==> src/rtl/mult_div_sequencer.sv <==
// Iterative multiply/divide unit with HI/LO result registers.
// Shift-add multiply and restoring divide, one bit per cycle, with a
// single sign-correction cycle before results are written to HI/LO.
module mult_div_sequencer #(
  parameter int unsigned DATA_W = 32,
  parameter int unsigned CNT_W  = 6   // 2**CNT_W must exceed DATA_W
) (
  input  logic              clk,
  input  logic              rst_b,
  input  logic              start,
  input  logic              is_div,
  input  logic              is_signed,
  input  logic [DATA_W-1:0] rs_data,
  input  logic [DATA_W-1:0] rt_data,
  input  logic              abort,
  output logic              busy,
  output logic              done,
  output logic [DATA_W-1:0] hi,
  output logic [DATA_W-1:0] lo,
  output logic              div_by_zero
);

  typedef enum logic [1:0] {IDLE, CALC, FIX, DONE} state_e;

  state_e            state_q;
  logic              is_div_q, is_signed_q, sign_rs_q, sign_rt_q, dz_q;
  logic [CNT_W-1:0]  cnt_q;
  // acc_hi_q/acc_lo_q: product halves for multiply, remainder/quotient for divide
  logic [DATA_W-1:0] acc_hi_q, acc_lo_q, opb_q;
  logic              busy_q, done_q, dbz_q;
  logic [DATA_W-1:0] hi_q, lo_q;

  // Operand conditioning at accept time: magnitudes and sign flags
  logic              rs_neg, rt_neg, dz_in;
  logic [DATA_W-1:0] rs_mag, rt_mag;
  assign rs_neg = is_signed & rs_data[DATA_W-1];
  assign rt_neg = is_signed & rt_data[DATA_W-1];
  assign rs_mag = rs_neg ? -rs_data : rs_data;
  assign rt_mag = rt_neg ? -rt_data : rt_data;
  assign dz_in  = is_div & (rt_data == '0);

  // One iteration step of either algorithm
  logic [DATA_W:0]   mul_sum, div_shift, div_trial;
  logic [DATA_W-1:0] step_hi_d, step_lo_d;
  always_comb begin
    // NOTE: every combinational output gets a default first so no path leaves it unassigned (no latch).
    step_hi_d = acc_hi_q;
    step_lo_d = acc_lo_q;
    mul_sum   = '0;
    div_shift = '0;
    div_trial = '0;
    if (is_div_q) begin
      // Remainder gains the next dividend bit; subtract when it fits.
      div_shift = {acc_hi_q, acc_lo_q[DATA_W-1]};
      div_trial = div_shift - {1'b0, opb_q};
      if (!div_trial[DATA_W]) begin
        step_hi_d = div_trial[DATA_W-1:0];
        step_lo_d = {acc_lo_q[DATA_W-2:0], 1'b1};
      end else begin
        step_hi_d = div_shift[DATA_W-1:0];
        step_lo_d = {acc_lo_q[DATA_W-2:0], 1'b0};
      end
    end else begin
      // Conditional add with carry, then shift {carry, hi, lo} right.
      mul_sum   = {1'b0, acc_hi_q} + (acc_lo_q[0] ? {1'b0, opb_q} : {(DATA_W+1){1'b0}});
      step_hi_d = mul_sum[DATA_W:1];
      step_lo_d = {mul_sum[0], acc_lo_q[DATA_W-1:1]};
    end
  end

  // Sign correction and divide-by-zero substitution for the HI/LO write
  logic              neg_res;
  logic [2*DATA_W-1:0] prod_d;
  logic [DATA_W-1:0] fix_hi_d, fix_lo_d;
  always_comb begin
    neg_res  = is_signed_q & (sign_rs_q ^ sign_rt_q);
    prod_d   = {acc_hi_q, acc_lo_q};
    fix_hi_d = acc_hi_q;
    fix_lo_d = acc_lo_q;
    if (dz_q) begin
      fix_hi_d = acc_lo_q;              // raw dividend was parked here
      fix_lo_d = '1;
    end else if (is_div_q) begin
      fix_lo_d = neg_res ? -acc_lo_q : acc_lo_q;
      fix_hi_d = (is_signed_q & sign_rs_q) ? -acc_hi_q : acc_hi_q;
    end else begin
      if (neg_res) prod_d = -prod_d;
      fix_hi_d = prod_d[2*DATA_W-1:DATA_W];
      fix_lo_d = prod_d[DATA_W-1:0];
    end
  end

  // Control FSM, iteration datapath and registered outputs
  always_ff @(posedge clk or negedge rst_b) begin
    // NOTE: every register is reset, so no stale operand or partial result can reach hi/lo after reset.
    if (!rst_b) begin
      state_q     <= IDLE;
      is_div_q    <= 1'b0;
      is_signed_q <= 1'b0;
      sign_rs_q   <= 1'b0;
      sign_rt_q   <= 1'b0;
      dz_q        <= 1'b0;
      cnt_q       <= '0;
      acc_hi_q    <= '0;
      acc_lo_q    <= '0;
      opb_q       <= '0;
      busy_q      <= 1'b0;
      done_q      <= 1'b0;
      dbz_q       <= 1'b0;
      hi_q        <= '0;
      lo_q        <= '0;
    end else begin
      // NOTE: non-blocking assignments so every register samples pre-edge values.
      done_q <= 1'b0;
      if (abort) begin
        // Flush wins over everything, including a coincident start.
        state_q <= IDLE;
        busy_q  <= 1'b0;
      end else begin
        case (state_q)
          IDLE, DONE: begin
            if (start) begin
              is_div_q    <= is_div;
              is_signed_q <= is_signed;
              sign_rs_q   <= rs_neg;
              sign_rt_q   <= rt_neg;
              dz_q        <= dz_in;
              dbz_q       <= 1'b0;
              cnt_q       <= '0;
              acc_hi_q    <= '0;
              acc_lo_q    <= dz_in ? rs_data : (is_div ? rs_mag : rt_mag);
              opb_q       <= is_div ? rt_mag : rs_mag;
              busy_q      <= 1'b1;
              state_q     <= dz_in ? FIX : CALC;
            end else begin
              busy_q  <= 1'b0;
              state_q <= IDLE;
            end
          end
          CALC: begin
            acc_hi_q <= step_hi_d;
            acc_lo_q <= step_lo_d;
            if (cnt_q == CNT_W'(DATA_W - 1)) begin
              state_q <= FIX;
            end else begin
              cnt_q <= cnt_q + 1'b1;
            end
          end
          FIX: begin
            hi_q    <= fix_hi_d;
            lo_q    <= fix_lo_d;
            dbz_q   <= dz_q;
            busy_q  <= 1'b0;
            done_q  <= 1'b1;
            state_q <= DONE;
          end
          default: begin
            busy_q  <= 1'b0;
            state_q <= IDLE;
          end
        endcase
      end
    end
  end

  assign busy        = busy_q;
  assign done        = done_q;
  assign hi          = hi_q;
  assign lo          = lo_q;
  assign div_by_zero = dbz_q;

endmodule
==> config.mk <==
export PLATFORM = sky130hd
export DESIGN_NAME = mult_div_sequencer
export DESIGN_NICKNAME = d
export VERILOG_FILES = /design/src/rtl/mult_div_sequencer.sv
export SDC_FILE = /design/constraint.sdc
export NUM_CORES = 1
export LEC_CHECK = 0
export ABC_AREA = 1
export BUFFER_PORTS_ARGS = -buffer_cell sky130_fd_sc_hd__buf_2
export CAP_MARGIN = 20
export CORE_MARGIN = 2
export CORE_UTILIZATION = 30
export CTS_CLUSTER_DIAMETER = 40
export DETAILED_ROUTE_END_ITERATION = 16
export GPL_ROUTABILITY_DRIVEN = 0
export PLACE_DENSITY_LB_ADDON = 0.3
export SYNTH_ARGS = -nofsm -noshare
export SYNTH_HDL_FRONTEND = slang
export SYNTH_SLANG_ARGS = --single-unit
==> constraint.sdc <==
create_clock -name clk -period 6.5 [get_ports clk]
set_input_delay 1.625 -clock clk [delete_from_list [all_inputs] [get_ports clk]]
set_output_delay 1.625 -clock clk [all_outputs]
set_load 0.02 [all_outputs]
==> results of run 1 <==
==> registers in the layout, indices dropped and copies added, names as in the netlist, 2 cells and up <==
| name | flops |
|---|---|
| opb_q | 32 |
| lo | 32 |
| state_q | 2 |
| hi | 32 |
| acc_hi_q | 32 |
| acc_lo_q | 32 |
| cnt_q | 6 |
==> worst min path at each step <==
| stage | depth (start not counted) | to |
|---|---|---|
| 4_1_cts | 2 | hi[29]$_DFFE_PN0P_ |
| 5_1_grt | 2 | hi[29]$_DFFE_PN0P_ |
| 3_3_place_gp | 2 | hi[27]$_DFFE_PN0P_ |
| 6_report | 2 | hi[31]$_DFFE_PN0P_ |
| 3_5_place_dp | 2 | hi[27]$_DFFE_PN0P_ |
| 2_1_floorplan | 2 | is_signed_q$_DFFE_PN0P_ |
==> stage by stage <==
stage,hold slack [ns],total power (uW),utilization,setup WS [ns]
finish,0.475,12300,0.335,2.68
global route,0.490,13300,0.335,2.47
CTS,0.481,12100,0.335,2.53
detailed placement,0.461,11000,0.326,2.03
global placement,0.461,11000,0.326,2.06
floorplan,0.464,8220,-,3.45
==> layout make-up <==
class | count | area share
Sequential cell | 176 | 0.209
Tap cell | 846 | 0.0503
Inverter | 483 | 0.0861
Clock buffer | 17 | 0.0202
Timing Repair Buffer | 155 | 0.0407
Multi-Input combinational cell | 2598 | 0.586
Clock inverter | 15 | 0.00713
==> worst max-delay path, cell delays in order <==
cell and delay [ns]:
buf_2 0.50, inv_1 0.46, nor3_1 0.29, nand4_2 0.72
nor2_1 0.34, nor2_1 0.07, nand2_1 0.08, a21oi_1 0.06
==> layer usage <==
metal  up-vias  wire length [um]  share of wire
met3       193              8110          0.098
met5         -                22        0.00027
met1     10121             36500           0.44
met2      1173             34700           0.42
met4         4              3670          0.044
li1      10770                 -              -
==> kinds of logic (layout without fill, tap and decap cells) <==
group,Yosys count,count (layout),synth area share
xor+xnor,76,76,0.0350
simple gates,2021,2021,0.438
flops,176,176,0.231
fa+ha+maj,73,73,0.0488
buf+inv,588,670,0.121
compound gates,428,428,0.126
==> layout by cell type, fill, tap and decap left out, drive strengths merged, types with 17 or more instances in the layout <==
master / n
nand2: 1215
inv: 489
nor2: 423
nand3: 294
a21oi: 192
dfrtp: 176
buf: 154
o21ai: 136
ha: 71
xor2: 57
nand4: 38
o211ai: 35
nor3: 29
xnor2: 19
clkbuf: 18
o22ai: 17
==> power by group through the flow <==
| stage | sequential (uW) | combinational, uW | clock [uW] |
|---|---|---|---|
| floorplan | 2170 | 6050 | 0 |
| global placement | 2430 | 8580 | 0 |
| detailed placement | 2420 | 8570 | 0 |
| CTS | 2400 | 8610 | 1060 |
| global route | 2470 | 9770 | 1100 |
| finish | 2440 | 8820 | 1050 |
==> out/qor.yml, run 1 <==
timing:
  tns_ns: 0
  rsz0062_at_grt: "false"
  skew_ns: 0.0121
  hold_viol_final: 0
  fin_crit_sh: 0.588
  worst_pin_slew_ns: 1.04
  slew-limit-headroom: 0.306
  period_needed_ns: 3.82
  setup_viol_count_final: 0
  fmax_mhz: 262
  maxSlewViolCount: 0
setup_path:
  startpoint_type: "input pin"
  cp-startpoint: "is_div"
  critPathMaxFanout: 34
  worstRegToRegCells: 18
  crit_path_end: "acc_lo_q[21]$_DFFE_PN0P_"
  cp.required_ns: 6.87
  end_kind: "flop"
  rr_startpoint: "acc_lo_q[31]$_DFFE_PN0P_"
  timing_worst_setup_path_type: "in -> reg"
  r2r_slack_ns: 2.98
  crit_arrival_ns: 4.19
  worstReg2RegEnd: "acc_hi_q[8]$_DFFE_PN0P_"
floorplanning:
  core_sq_mm: 0.0629
  die_w_um: 256
  rows: 92
  die_y_um: 256
  dieArea_sq_mm: 0.0655
  ios: 137
  initial_core_util: 0.303
status:
  run_status: "complete, no violations"
synthesis:
  synthArstFlopShare: 1.00
  syn_area_sq_mm: 0.0190
  syn-num-nets: 3505
  synth-seq-cells: 176
  synth_area_leader_cell: "nand2_1"
  synth_most_common_cell: "nand2_1"
  synth_top_area_share: 0.235
  synth_commonest_cells: "nand2_1 (1,192), inv_1 (474), nor2_1 (401), nand3_1 (289), a21oi_1 (192)"
  yosysUniqueCellTypes: 51
  synth_edf_count: 0
  ys.flop_type: "dfrtp_1"
  synth_area_leaders: "nand2_1 (24%), dfrtp_1 (23%), inv_1 (9.3%)"
  syn_area_per_cell_sq_um: 5.66
  ys_warn_count: 0
  yosysSeqAreaShare: 0.231
  synth_cells: 3362
grt:
  grt.busiest_layer: "met2"
  grt_pass1_vias: 20331
  grt_max_degree: 96
  track_usage: 0.249
  grt_overflow_total: 0
  grt_pass1_wl_mm: 126
  use_met2: 0.373
  met3_usage: 0.0466
  antenna_found_initial: 2
  gr-usage-met1: 0.350
worst_hold_path:
  hold_start: "hi[31]$_DFFE_PN0P_"
  hold_path_class: "reg -> reg"
clock_tree:
  root_buffer: "clkbuf_16"
  cts_setup_buffers: 0
  htreeDepth: 4
  hold_buffers: 0
  cts_buffers: 17
  cts.sinks: 176
  clk_pin_slew_ns: 0.07
  clockBufferDepth: 2
  cts_resized: 0
  insertion_delay_ns: 0.48
  cts_tree: "built"
placement:
  hpwl_mm: 66.9
  port-buffer-count: 136
  dp.cells: 4257
  placedInstanceArea_sq_mm: 0.0205
layout:
  multiInputGateArea_sq_mm: 0.0123
  nFillCells: 7246
  diodes: 0
  drive_above_1_share: 0.0761
  fin_nets: 3574
  fin_area_sq_mm: 0.0211
  final-seq-area_sq_mm: 0.00441
  stdcell_count: 4290
  area_growth_syn_to_layout_pct: 10.6
power:
  p_sw_frac: 0.616
  power_frac_comb: 0.717
  p_leak_uw: 0.0113
  clockPowerShare: 0.085
  p_per_area_mw_per_mm2: 584
  p_seq_frac: 0.198
  vdd_drop_max_mv: 0.314
  internal-power_uw: 4730
  power_switching_uw: 7580
drt:
  num_vias: 22261
  drtIter0Drc: 2632
  via_per_inst: 5.19
  routedWlPerCell_um: 19.4
  routed_wl_mm: 83.0
  drtAntennaViolNets: 0
  first_pass_iters: 8
  drcViolationCount: 0
run:
  maxCapViolations: 0
No activity file was read; power rests on OpenSTA's default activity.
==> run 2, diff against run 1 <==
Clock period 6.5 ns to 3.3 ns, I/O delays scaled along.
==> run 2 against run 1 <==
Sequential power rose by 67%. Flip-flop and latch count unchanged. Hold slack worse by 0.22 ns. Critical path type is now reg -> reg. Critical endpoint is now acc_hi_q[9]$_DFFE_PN0P_. Largest cell class unchanged.
==> out/qor.yml, run 2 (same netlist as run 1, synthesis figures left out) <==
status:
  run_status: "complete, no violations"
layout:
  area_growth_syn_to_layout_pct: 12.9
  final_common_cell: "nand2_1"
  diodes: 0  # unchanged
  drive_above_1_share: 0.0901  # +0.0140
  nFillCells: 7181  # -0.90%
  stdcell_count: 4343  # +1.2%
  fin_nets: 3627  # +1.5%
  layout_common_cells: "nand2_1 (1,192), inv_1 (472), nor2_1 (397)"
  fin_area_sq_mm: 0.0215  # +2.0%
grt:
  met3_usage: 0.0548  # +0.00812
  grt_overflow_total: 0  # unchanged
  grt.busiest_layer: "met2"
  gr-usage-met1: 0.347  # -0.00241
  antenna_found_initial: 0  # -2
  grt_pass1_wl_mm: 124  # -1.4%
  grt_max_degree: 59  # -39%
  grt_pass1_vias: 20343  # +0.059%
  track_usage: 0.246  # -0.00366
  use_met2: 0.365  # -0.00853
timing:
  timing.hold.ws_ns: 0.256  # -0.219 ns
  skew_ns: 0.0156  # +0.00353 ns
  maxSlewViolCount: 0  # unchanged
  period_needed_ns: 3.00
  worst_pin_slew_ns: 1.16  # +0.116 ns
  fin_crit_sh: 0.909
  setup_viol_count_final: 0  # unchanged
  fmax_mhz: 333
  rsz0062_at_grt: "false"
  hold_viol_final: 0  # unchanged
  tns_ns: 0  # unchanged
  slew-limit-headroom: 0.228  # -0.0785
drt:
  drtIter0Drc: 2939  # +12%
  routedWlPerCell_um: 18.7  # -3.2%
  first_pass_iters: 9  # +1
  via_per_inst: 5.11  # -1.6%
  drcViolationCount: 0  # unchanged
  num_vias: 22186  # -0.34%
  drtAntennaViolNets: 0  # unchanged
  routed_wl_mm: 81.4  # -2.0%
clock_tree:
  htreeDepth: 4  # unchanged
  cts_tree: "built"
  root_buffer: "clkbuf_16"
  clockBufferDepth: 2  # unchanged
  cts_buffers: 17  # unchanged
  insertion_delay_ns: 0.50  # +0.02 ns
  cts_setup_buffers: 0  # unchanged
  clk_pin_slew_ns: 0.08  # about the same
  cts.sinks: 176  # unchanged
  cts_resized: 0  # unchanged
  hold_buffers: 0  # unchanged
setup_path:
  end_kind: "flop"
  critPathMostFrequentCell: "nand2_1"
  worstPathCellList: "inv_1, ha_1, fa_1, inv_1, nand2_1, nand2_1, nand3_1, nand2_2, nand2_1, nand2_2, nand2_2, nand3_1, nand2_4, buf_4, nand2_1, nand3_1, nand2_1, nand2_1"
  cp-startpoint: "acc_lo_q[31]$_DFFE_PN0P_"
  startpoint_type: "flop"
  critPathMaxFanout: 30  # -12%
  timing_worst_setup_path_type: "reg -> reg"
  cp.buffers_inverters: 3  # +1
  cp.required_ns: 3.69  # -3.18 ns
  cpPeakStageDelay_ns: 0.43  # -0.29 ns
  rr_startpoint: "acc_lo_q[31]$_DFFE_PN0P_"
  crit_arrival_ns: 3.39  # -0.80 ns
  worst_path_dominant_cell_family: "simple AND/OR/NAND/NOR gates"
  cpMaxStageDelayCell: "fa_1"
placement:
  placedInstanceArea_sq_mm: 0.0209  # +2.0%
  dp.cells: 4311  # +1.3%
  port-buffer-count: 136  # unchanged
  hpwl_mm: 66.2  # -1.1%
power:
  p_leak_uw: 0.0116  # +2.6%
  vdd_drop_max_mv: 0.701  # +120%
  p_per_area_mw_per_mm2: 1130  # +94%
  power.total_uw: 24300  # +98%
worst_hold_path:
  hold_path_class: "in -> async"
floorplanning:
  initial_core_util: 0.303  # unchanged
  dieArea_sq_mm: 0.0655  # unchanged
  ios: 137  # unchanged
  core_sq_mm: 0.0629  # unchanged
  die_y_um: 256  # unchanged
  rows: 92  # unchanged
  die_w_um: 256  # unchanged
run:
  maxCapViolations: 0  # unchanged
-- run 2: routing by layer --
| layer | vias to the layer above | wire length, um |
|---|---|---|
| met3 | 155 | 7740 |
| met2 | 1046 | 34200 |
| met5 | - | 0 |
| li1 | 10857 | - |
| met4 | 0 | 2960 |
| met1 | 10128 | 36400 |
-- run 2: per-stage QoR --
| step | util | setup WS (ns) |
|---|---|---|
| floorplan | - | 0.804 |
| global placement | 0.332 | 0.288 |
| detailed placement | 0.332 | 0.255 |
| CTS | 0.342 | 0.337 |
| global route | 0.342 | 0.0709 |
| finish | 0.342 | 0.299 |
-- run 2: area by class of cell --
type / instances / area (sq um) / share of cell area
flip-flops and latches: 176 / 4410 / 0.205
inverters: 483 / 1810 / 0.0844
multi-input cells: 2598 / 12300 / 0.575
well taps: 846 / 1060 / 0.0493
repair buffers: 208 / 1250 / 0.0584
clock inverters: 14 / 169 / 0.00786
clock buffers: 18 / 439 / 0.0204
-- run 2: path summary, 6_finish.rpt --
kind	cells past startpoint	to	slack, ns
setup reg to reg	18	acc_hi_q[9]$_DFFE_PN0P_	0.30
hold / removal	1	hi[30]$_DFFE_PN0P_	0.26
min in group clk	2	hi[29]$_DFFE_PN0P_	0.48
max in group asynchronous	2	acc_hi_q[29]$_DFFE_PN0P_	2.30
setup / recovery	18	acc_hi_q[9]$_DFFE_PN0P_	0.30
hold reg to reg	2	hi[29]$_DFFE_PN0P_	0.48
-- run 2: worst register-to-register path, cell delays in order, from the launching register on --
cell	delay (ns)
dfrtp_1	0.37
inv_1	0.14
ha_1	0.28
fa_1	0.43
inv_1	0.17
nand2_1	0.07
nand2_1	0.08
nand3_1	0.08
nand2_2	0.15
nand2_1	0.08
nand2_2	0.10
nand2_2	0.08
nand3_1	0.12
nand2_4	0.25
buf_4	0.25
nand2_1	0.07
nand3_1	0.07
nand2_1	0.08
nand2_1	0.04
-- run 2: power breakdown --
part / internal (uW) / switching, uW
Sequential: 3110 / 976
Combinational: 5510 / 12600
Clock: 1100 / 1060
